### config.mk
export PLATFORM = sky130hd
export DESIGN_NAME = parity_tx_framer
export DESIGN_NICKNAME = d
export VERILOG_FILES = /design/src/rtl/parity_tx_pkg.sv /design/src/rtl/bit_period_counter.sv /design/src/rtl/parity_tx_framer.sv
export SDC_FILE = /design/constraint.sdc
export NUM_CORES = 1
export LEC_CHECK = 0
export BUFFER_PORTS_ARGS = -buffer_cell sky130_fd_sc_hd__buf_2
export CAP_MARGIN = 10
export CELL_PAD_IN_SITES_DETAIL_PLACEMENT = 1
export CELL_PAD_IN_SITES_GLOBAL_PLACEMENT = 2
export CORE_ASPECT_RATIO = 1.25
export CORE_MARGIN = 10
export CORE_UTILIZATION = 30
export CTS_CLUSTER_SIZE = 30
export DETAILED_ROUTE_END_ITERATION = 7
export PLACE_DENSITY = 0.66
export SLEW_MARGIN = 20
export SYNTH_ARGS = -nofsm -noshare
export SYNTH_HDL_FRONTEND = slang
export SYNTH_SLANG_ARGS = --single-unit
### constraint.sdc
create_clock -name clk -period 2.1 [get_ports clk]
set_input_delay 0.105 -clock clk [delete_from_list [all_inputs] [get_ports clk]]
set_output_delay 0.105 -clock clk [all_outputs]
set_load 0.01 [all_outputs]
### src/rtl/parity_tx_pkg.sv
`default_nettype none
// ============================================================================
//  Module      : parity_tx_pkg
//  Description : Shared definitions for the parity transmit framer: FSM state
//                encoding, frame length and parity-mode constants.
//  Revision    : 1.0 - initial release
// ============================================================================
package parity_tx_pkg;

  // FSM state encoding (3-bit)
  localparam logic [2:0] IDLE   = 3'd0;
  localparam logic [2:0] START  = 3'd1;
  localparam logic [2:0] DATA   = 3'd2;
  localparam logic [2:0] PARITY = 3'd3;
  localparam logic [2:0] STOP   = 3'd4;

  typedef enum logic [2:0] {
    ST_IDLE   = IDLE,
    ST_START  = START,
    ST_DATA   = DATA,
    ST_PARITY = PARITY,
    ST_STOP   = STOP
  } state_t;

  // start + 8 data + parity + stop
  localparam int FRAME_BITS = 11;

  // parity_mode encoding
  localparam logic PAR_EVEN = 1'b0;
  localparam logic PAR_ODD  = 1'b1;

endpackage : parity_tx_pkg
`default_nettype wire

### src/rtl/bit_period_counter.sv
`default_nettype none
// ============================================================================
//  Module      : bit_period_counter
//  Description : Counts 0..CLKS_PER_BIT-1 and flags the last cycle of each
//                serial bit period.
//  Ports       : clk   - system clock, rising edge
//                rst_n - asynchronous active-low reset
//                clear - hold the count at zero (used while the line is idle)
//                tick  - high on the last cycle of each bit period
//  Revision    : 1.0 - initial release
// ============================================================================
module bit_period_counter #(
  parameter int CLKS_PER_BIT = 4
) (
  input  logic clk,
  input  logic rst_n,
  input  logic clear,
  output logic tick
);

  localparam int            CW     = (CLKS_PER_BIT > 1) ? $clog2(CLKS_PER_BIT) : 1;
  localparam logic [CW-1:0] C_LAST = CW'(CLKS_PER_BIT - 1);

  logic [CW-1:0] r_count;

  always_ff @(posedge clk or negedge rst_n) begin
    if (!rst_n) begin
      r_count <= '0;
    end else if (clear || tick) begin
      r_count <= '0;
    end else begin
      r_count <= r_count + CW'(1);
    end
  end

  // With CLKS_PER_BIT=1 the count never leaves zero, so tick is constant high.
  assign tick = (r_count == C_LAST);

endmodule : bit_period_counter
`default_nettype wire

### src/rtl/parity_tx_framer.sv
`default_nettype none
// ============================================================================
//  Module      : parity_tx_framer
//  Description : Serialises a checked byte as a UART-style frame
//                (start, 8 data bits LSB-first, parity, stop) using the
//                upstream even/odd parity flags. Loads carrying inconsistent
//                flags are rejected with a one-cycle err pulse.
//  Ports       : clk         - system clock, rising edge
//                rst_n       - asynchronous active-low reset
//                data_in     - byte to transmit, sampled on accepted load
//                even_parity - upstream flag: data_in has an even ones count
//                odd_parity  - upstream flag: data_in has an odd ones count
//                parity_mode - 0 = even-parity frame, 1 = odd-parity frame
//                load        - request to send (pulse or level)
//                tx          - serial line, idle high
//                busy        - frame in progress
//                done        - one-cycle pulse at frame completion
//                err         - one-cycle pulse on a rejected load
//  Revision    : 1.0 - initial release
// ============================================================================
module parity_tx_framer
  import parity_tx_pkg::*;
#(
  parameter int CLKS_PER_BIT = 4,
  parameter int DATA_BITS    = 8
) (
  input  logic                 clk,
  input  logic                 rst_n,
  input  logic [DATA_BITS-1:0] data_in,
  input  logic                 even_parity,
  input  logic                 odd_parity,
  input  logic                 parity_mode,
  input  logic                 load,
  output logic                 tx,
  output logic                 busy,
  output logic                 done,
  output logic                 err
);

  localparam logic [2:0] C_LAST_IDX = 3'(DATA_BITS - 1);

  state_t               r_state,    w_state_nxt;
  logic [DATA_BITS-1:0] r_shift,    w_shift_nxt;
  logic [2:0]           r_idx,      w_idx_nxt;
  logic                 r_mode,     w_mode_nxt;
  logic                 r_odd_flag, w_odd_flag_nxt;
  logic                 w_tx_nxt, w_busy_nxt, w_done_nxt, w_err_nxt;
  logic                 w_tick;
  logic                 w_par_bit;

  bit_period_counter #(
    .CLKS_PER_BIT (CLKS_PER_BIT)
  ) u_bit_period_counter (
    .clk   (clk),
    .rst_n (rst_n),
    .clear (r_state == ST_IDLE),
    .tick  (w_tick)
  );

  // Once a load is accepted the flags are known complementary, so the
  // captured odd flag alone determines the parity bit for either mode.
  assign w_par_bit = (r_mode == PAR_EVEN) ? r_odd_flag : ~r_odd_flag;

  always_ff @(posedge clk or negedge rst_n) begin
    if (!rst_n) begin
      r_state    <= ST_IDLE;
      r_shift    <= '0;
      r_idx      <= '0;
      r_mode     <= PAR_EVEN;
      r_odd_flag <= 1'b0;
      tx         <= 1'b1;
      busy       <= 1'b0;
      done       <= 1'b0;
      err        <= 1'b0;
    end else begin
      r_state    <= w_state_nxt;
      r_shift    <= w_shift_nxt;
      r_idx      <= w_idx_nxt;
      r_mode     <= w_mode_nxt;
      r_odd_flag <= w_odd_flag_nxt;
      tx         <= w_tx_nxt;
      busy       <= w_busy_nxt;
      done       <= w_done_nxt;
      err        <= w_err_nxt;
    end
  end

  // Next-state and next-output logic. tx/busy are registered, so each
  // branch produces the value the line must carry after the coming edge.
  always_comb begin
    w_state_nxt    = r_state;
    w_shift_nxt    = r_shift;
    w_idx_nxt      = r_idx;
    w_mode_nxt     = r_mode;
    w_odd_flag_nxt = r_odd_flag;
    w_tx_nxt       = 1'b1;
    w_busy_nxt     = 1'b1;
    w_done_nxt     = 1'b0;
    w_err_nxt      = 1'b0;

    case (r_state)
      ST_IDLE: begin
        w_busy_nxt = 1'b0;
        if (load) begin
          if (even_parity ^ odd_parity) begin
            w_state_nxt    = ST_START;
            w_shift_nxt    = data_in;
            w_mode_nxt     = parity_mode;
            w_odd_flag_nxt = odd_parity;
            w_idx_nxt      = '0;
            w_tx_nxt       = 1'b0;
            w_busy_nxt     = 1'b1;
          end else begin
            w_err_nxt = 1'b1;
          end
        end
      end

      ST_START: begin
        w_tx_nxt = 1'b0;
        if (w_tick) begin
          w_state_nxt = ST_DATA;
          w_tx_nxt    = r_shift[0];
        end
      end

      ST_DATA: begin
        w_tx_nxt = r_shift[0];
        if (w_tick) begin
          w_shift_nxt = r_shift >> 1;
          if (r_idx == C_LAST_IDX) begin
            w_state_nxt = ST_PARITY;
            w_tx_nxt    = w_par_bit;
          end else begin
            w_idx_nxt = r_idx + 3'd1;
            w_tx_nxt  = r_shift[1];
          end
        end
      end

      ST_PARITY: begin
        w_tx_nxt = w_par_bit;
        if (w_tick) begin
          w_state_nxt = ST_STOP;
          w_tx_nxt    = 1'b1;
        end
      end

      ST_STOP: begin
        w_tx_nxt = 1'b1;
        if (w_tick) begin
          w_state_nxt = ST_IDLE;
          w_busy_nxt  = 1'b0;
          w_done_nxt  = 1'b1;
        end
      end

      default: begin
        w_state_nxt = ST_IDLE;
        w_busy_nxt  = 1'b0;
      end
    endcase
  end

endmodule : parity_tx_framer
`default_nettype wire

## After elaboration in Yosys (flattened, before gate mapping)

Index checks and enable logic that the tools add are counted.

- $add $sub $neg: 2
- Eq/ne operators: 14
- Muxes and demuxes: 34
- Bitwise gates (word level): 2
- Reductions and logical operators: 8

Operator list:

| operator | count |
|---|---|
| two-way mux 3 bit | 11 |
| two-way mux 8 bit | 3 |
| one-hot mux 8 bit (2 select lines) | 1 |
| one-hot mux 3 bit (5 select lines) | 1 |
| two-way mux 1 bit | 14 |
| != test 2 x 1 -> 1 bit (second input constant) | 4 |
| != test 2 bit (second input constant) | 4 |
| AND reduction 7 bit | 1 |
| equality test 3 x 2 -> 1 bit (second input constant) | 2 |
| equality test 3 bit (second input constant) | 2 |
| one-hot mux 3 bit (2 select lines) | 1 |
| AND reduction 5 bit | 1 |
| one-hot mux 1 bit (4 select lines) | 1 |
| AND reduction 4 bit | 1 |
| adder 3 x 1 -> 3 bit (second input constant) | 1 |
| equality test 3 x 1 -> 1 bit (second input constant) | 1 |
| logical NOT 3 bit | 1 |
| one-hot mux 1 bit (3 select lines) | 1 |
| AND reduction 3 bit | 1 |
| OR reduction 3 bit | 1 |
| adder 2 x 1 -> 2 bit (second input constant) | 1 |
| equality test 2 bit (second input constant) | 1 |
| two-way mux 2 bit | 1 |
| nonzero test 2 bit | 1 |
| 3 further kinds | 3 |

- Flip-flop bits (word level): 22
- Bits of input ports: 14
- Output and inout bits: 4
- Word-level logic and storage cells: 70

## Longest topological paths before layout

- Word-level depth: 5
- Depth in mapped cells: 5
- Mapped depth without buffers: 5

## Hierarchy

A second synthesis with hierarchy kept.

- Cells, all modules: 97
- Area, all modules: 1099.8 sq um

By module, submodules not included:

| module | times used | cells an instance | area an instance (sq um) | seq. area each (sq um) |
|---|---|---|---|---|
| parity_tx_framer | 1 | 92 | 1014.7 | 501.7 |
| bit_period_counter | 1 | 5 | 85.1 | 50.0 |

## Least setup slack after synthesis

OpenSTA, ideal clock, no wires.

- Path kind: register -> register
- Start point: register u_bit_period_counter.r_count[0]
- End point: register tx
- Setup time: 0.094 ns
- Arrival time: 1.508 ns
- Required time: 2.006 ns
- Slack: 0.498 ns
- Cell stages (with the launch flop): 6
- Buffers on the path: 1
- Period minus slack after synthesis: 1.602 ns
- Cells stage by stage: dfrtp_1 > ha_1 > clkbuf_1 > and3b_1 > o211ai_1 > or4b_1

- Longest elaborated chain between the ends: 3
- Elaborated cells between the ends (all ways): 5
- Those cells by class: eq/ne: 1; mux: 4

Ends and longest elaborated chain:

| item | line | RTL |
|---|---|---|
| start, declared | bit_period_counter.sv:24 | `logic [CW-1:0] r_count;` |
| start signal, assigned | bit_period_counter.sv:32 | `r_count <= r_count + CW'(1);` |
| equality test 2 bit * | bit_period_counter.sv:37 | `assign tick = (r_count == C_LAST);` |
| two-way mux 1 bit, on equally long branches | parity_tx_framer.sv:143, parity_tx_framer.sv:121, parity_tx_framer.sv:129 |  |
| one-hot mux 1 bit (4 select lines) * | parity_tx_framer.sv:101 | `case (r_state)` |
| net w_tx_nxt | parity_tx_framer.sv:47 | `logic w_tx_nxt, w_busy_nxt, w_done_nxt, w_err_nxt;` |
| end signal, assigned | parity_tx_framer.sv:81 | `tx <= w_tx_nxt;` |
| end, declared | parity_tx_framer.sv:34 | `output logic tx,` |

The timed path passes the listed nets; every way through them passes the cells marked *.
A chain may end at the register's enable or synchronous reset.

## Worst setup path in the final report

- Start point: register u_bit_period_counter.r_count[0]
- End point: register r_shift[1]

- Longest elaborated chain between the ends: 3

Ends and longest elaborated chain:

| item | line | RTL |
|---|---|---|
| equality test 2 bit | bit_period_counter.sv:37 |  |
| != test 2 x 1 -> 1 bit (no line) | n/a |  |
| AND reduction 4 bit (no line) | n/a |  |
| end signal, assigned | parity_tx_framer.sv:77 | `r_shift <= w_shift_nxt;` |
| end, declared | parity_tx_framer.sv:43 | `logic [DATA_BITS-1:0] r_shift, w_shift_nxt;` |

No other way between the ends.

==> reports/qor.yml <==
critical_path:
  cp_data_required_time_ns: 2.26
  cp-start-kind: "register"
  cp_slowest_cell: "dfrtp_1"
  crit_chain: "ha_1 -> and4bb_2 -> a21o_1 -> o221a_2"
  path_max_fanout: 12
  cp_num_buf_inv: 0
  cpLargestDelayFamily: "compound AO/OA/AOI/OAI gates"
  slowest_delay_ns: 0.38
  path_class: "register to register"
  critPathArrivalTime_ns: 1.88
  crit_path_end_kind: "register"
yosys:
  synth_top_cell_area_share_pct: 48.2
  synth_nets: 106
  syn_inst: 89
  syn_area_um2: 1090
  synth_commonest_cells: "dfrtp_1, nand2b_1, o221a_2"
  async_reset_ff_share_pct: 100
  synth_flop_cell: "dfrtp_1"
  synth_edf_count: 0
  yosys_warnings: 0
  avgSynthCellArea_um2: 12.3
  synth_most_common_cell: "dfrtp_1"
  ys_seq_area_share_pct: 50.6
  synth_top_area_cell: "dfrtp_1"
  synth_area_leaders: "dfrtp_1, o221a_2, nand2b_1"
  synth.distinct_cells: 38
  ys_seq_elements: 22
status:
  outcome: "finished, final reports clean"
drt:
  met1_length_um: 1120
  wl_per_cell_um: 17.2
  wl_um: 2540
  met2_length_um: 1240
  drc: 0
  via_per_inst: 5.34
  first_pass_iters: 4
  detail-route-antenna-nets: 0
  top_layer: "met4"
  routed-via-count: 785
  route.met3.wl_um: 126
  initialDrtViolationCount: 34
global_route:
  grt_max_degree: 23
  antenna_found_initial: 0
  grt_pass1_vias: 809
  grt_pass1_wl_um: 4140
  grt_use_total_pct: 8.14
  overflow: 0
cts:
  htreeDepth: 1
  cts.sinks: 22
  clk_latency_ns: 0.26
  cts_root_buf: "clkbuf_8"
  cts_tree: "built"
  cts.clk_slew.worst_paths_ns: 0.08
  post_cts_buffers: 0
  cts_buffer_depth: 2
  cts_buffers: 3
min_path:
  holdCritPathClass: "primary input to register"
timing:
  setup_slack_ns: 0.376
  worstMarginPinSlew_ns: 0.514
  rsz0062_at_grt: "false"
  fin_crit_ns: 1.72
  drv_slew: 0
  finalHoldViolCount: 0
  setup_viol: 0
  finalSetupTns_ns: 0
  finClkSkew_ns: 0.00136
  slew-limit-headroom_pct: 65.7
  fmax_mhz: 580
  fin_crit_sh_pct: 82.1
placement:
  postPlaceCellArea_um2: 1200
  dp_hpwl_um: 1840
  place_congestion: 0.661
  dp_slack_ns: 0.384
  portBuffers: 17
final_layout:
  stdcell_area_um2: 1260
  nNetsFinal: 126
  post-route-util_pct: 35.8
  layout-drive-gt1-share_pct: 32.4
  diodes: 0
  area_delta_synth_final_pct: 15.3
floorplan:
  dieArea_um2: 6460
  die_w_um: 73.9
  start_util_pct: 31.1
  die_h_um: 87.4
  coreArea_um2: 3510
  rows: 24
  num_io_pins: 18
power:
  vdd_ir_drop_max_uv: 274
  p_per_area_nw_per_um2: 849
  p_total_uw: 1070
  total_leakage_power_uw: 0.000566
job:
  cap_violations: 0
-- report_power, final --
| part | switching, uW | internal (uW) |
|---|---|---|
| Sequential | 56.0 | 499 |
| Combinational | 99.8 | 133 |
| Clock | 144 | 136 |
| Total | 300 | 768 |
-- placed cells by master, fill, tap and decap left out, types with 2 or more instances in the layout --
cell type,instances
nand2_1,4
nor3_1,2
dfrtp_1,21
ha_1,3
a22o_1,3
nor3b_1,2
mux2_2,2
and3_1,2
inv_1,2
nand3b_1,2
clkbuf_8,3
o221a_2,7
nand2b_1,7
a2bb2oi_1,2
or4b_1,2
nor2_1,4
buf_2,17
-- path summary, 6_finish.rpt --
kind	cells past startpoint	from	to	slack, ns
worst max-delay path	4	u_bit_period_counter.r_count[0]	r_shift[1]	0.38
worst min-delay path	2	parity_mode	r_mode	0.07
worst max register to register	4	u_bit_period_counter.r_count[0]	r_shift[1]	0.38
worst min register to register	1	u_bit_period_counter.r_count[0]	u_bit_period_counter.r_count[0]	0.44
max in group asynchronous	2	rst_n	tx	1.40
min in group asynchronous	2	rst_n	r_odd_flag	0.34
-- cell type report --
cell class | count | area [um^2]
Sequential cell | 22 | 552
Tap cell | 39 | 48.8
Clock buffer | 4 | 45.0
Inverter | 2 | 7.51
Fill cell | 400 | 2260
Multi-Input combinational cell | 61 | 502
Timing Repair Buffer | 19 | 103
-- per-stage QoR --
stage,hold WS [ns],std cells
2_1_floorplan,-0.191,89
3_3_place_gp,0.105,142
3_5_place_dp,0.114,142
4_1_cts,0.0667,147
5_1_grt,0.0749,147
6_report,0.0674,147
-- sequential cells by signal, summed over array words and instances (netlist names) --
| register | flops |
|---|---|
| r_state | 3 |
| busy | 1 |
| err | 1 |
| r_odd_flag | 1 |
| r_idx | 3 |
| done | 1 |
| r_mode | 1 |
| tx | 1 |
| r_shift | 8 |
| u_bit_period_counter.r_count | 2 |
-- cell families after synthesis --
| logic type | Yosys count | synth area share (%) |
|---|---|---|
| flops | 22 | 50.6 |
| xor+xnor | 2 | 2.29 |
| buf+inv | 6 | 3.44 |
| simple gates | 32 | 20.2 |
| compound gates | 22 | 18.0 |
| fa+ha+maj | 3 | 3.44 |
| mux | 2 | 2.06 |
-- per-layer routing --
| metal | vias up | GRT usage (%) |
|---|---|---|
| met5 | - | 0 |
| met4 | 0 | 3.57 |
| met3 | 5 | 2.05 |
| met2 | 13 | 13.2 |
| met1 | 393 | 9.77 |
| li1 | 374 | - |
-- timing repair --
action                                 4_1_cts  5_1_grt
gates resized for setup                      0        0
endpoints found under the hold margin       21        0
hold buffers                                 1        0
setup endpoints to repair                    0        0
Power figures use the tool's default switching activity.
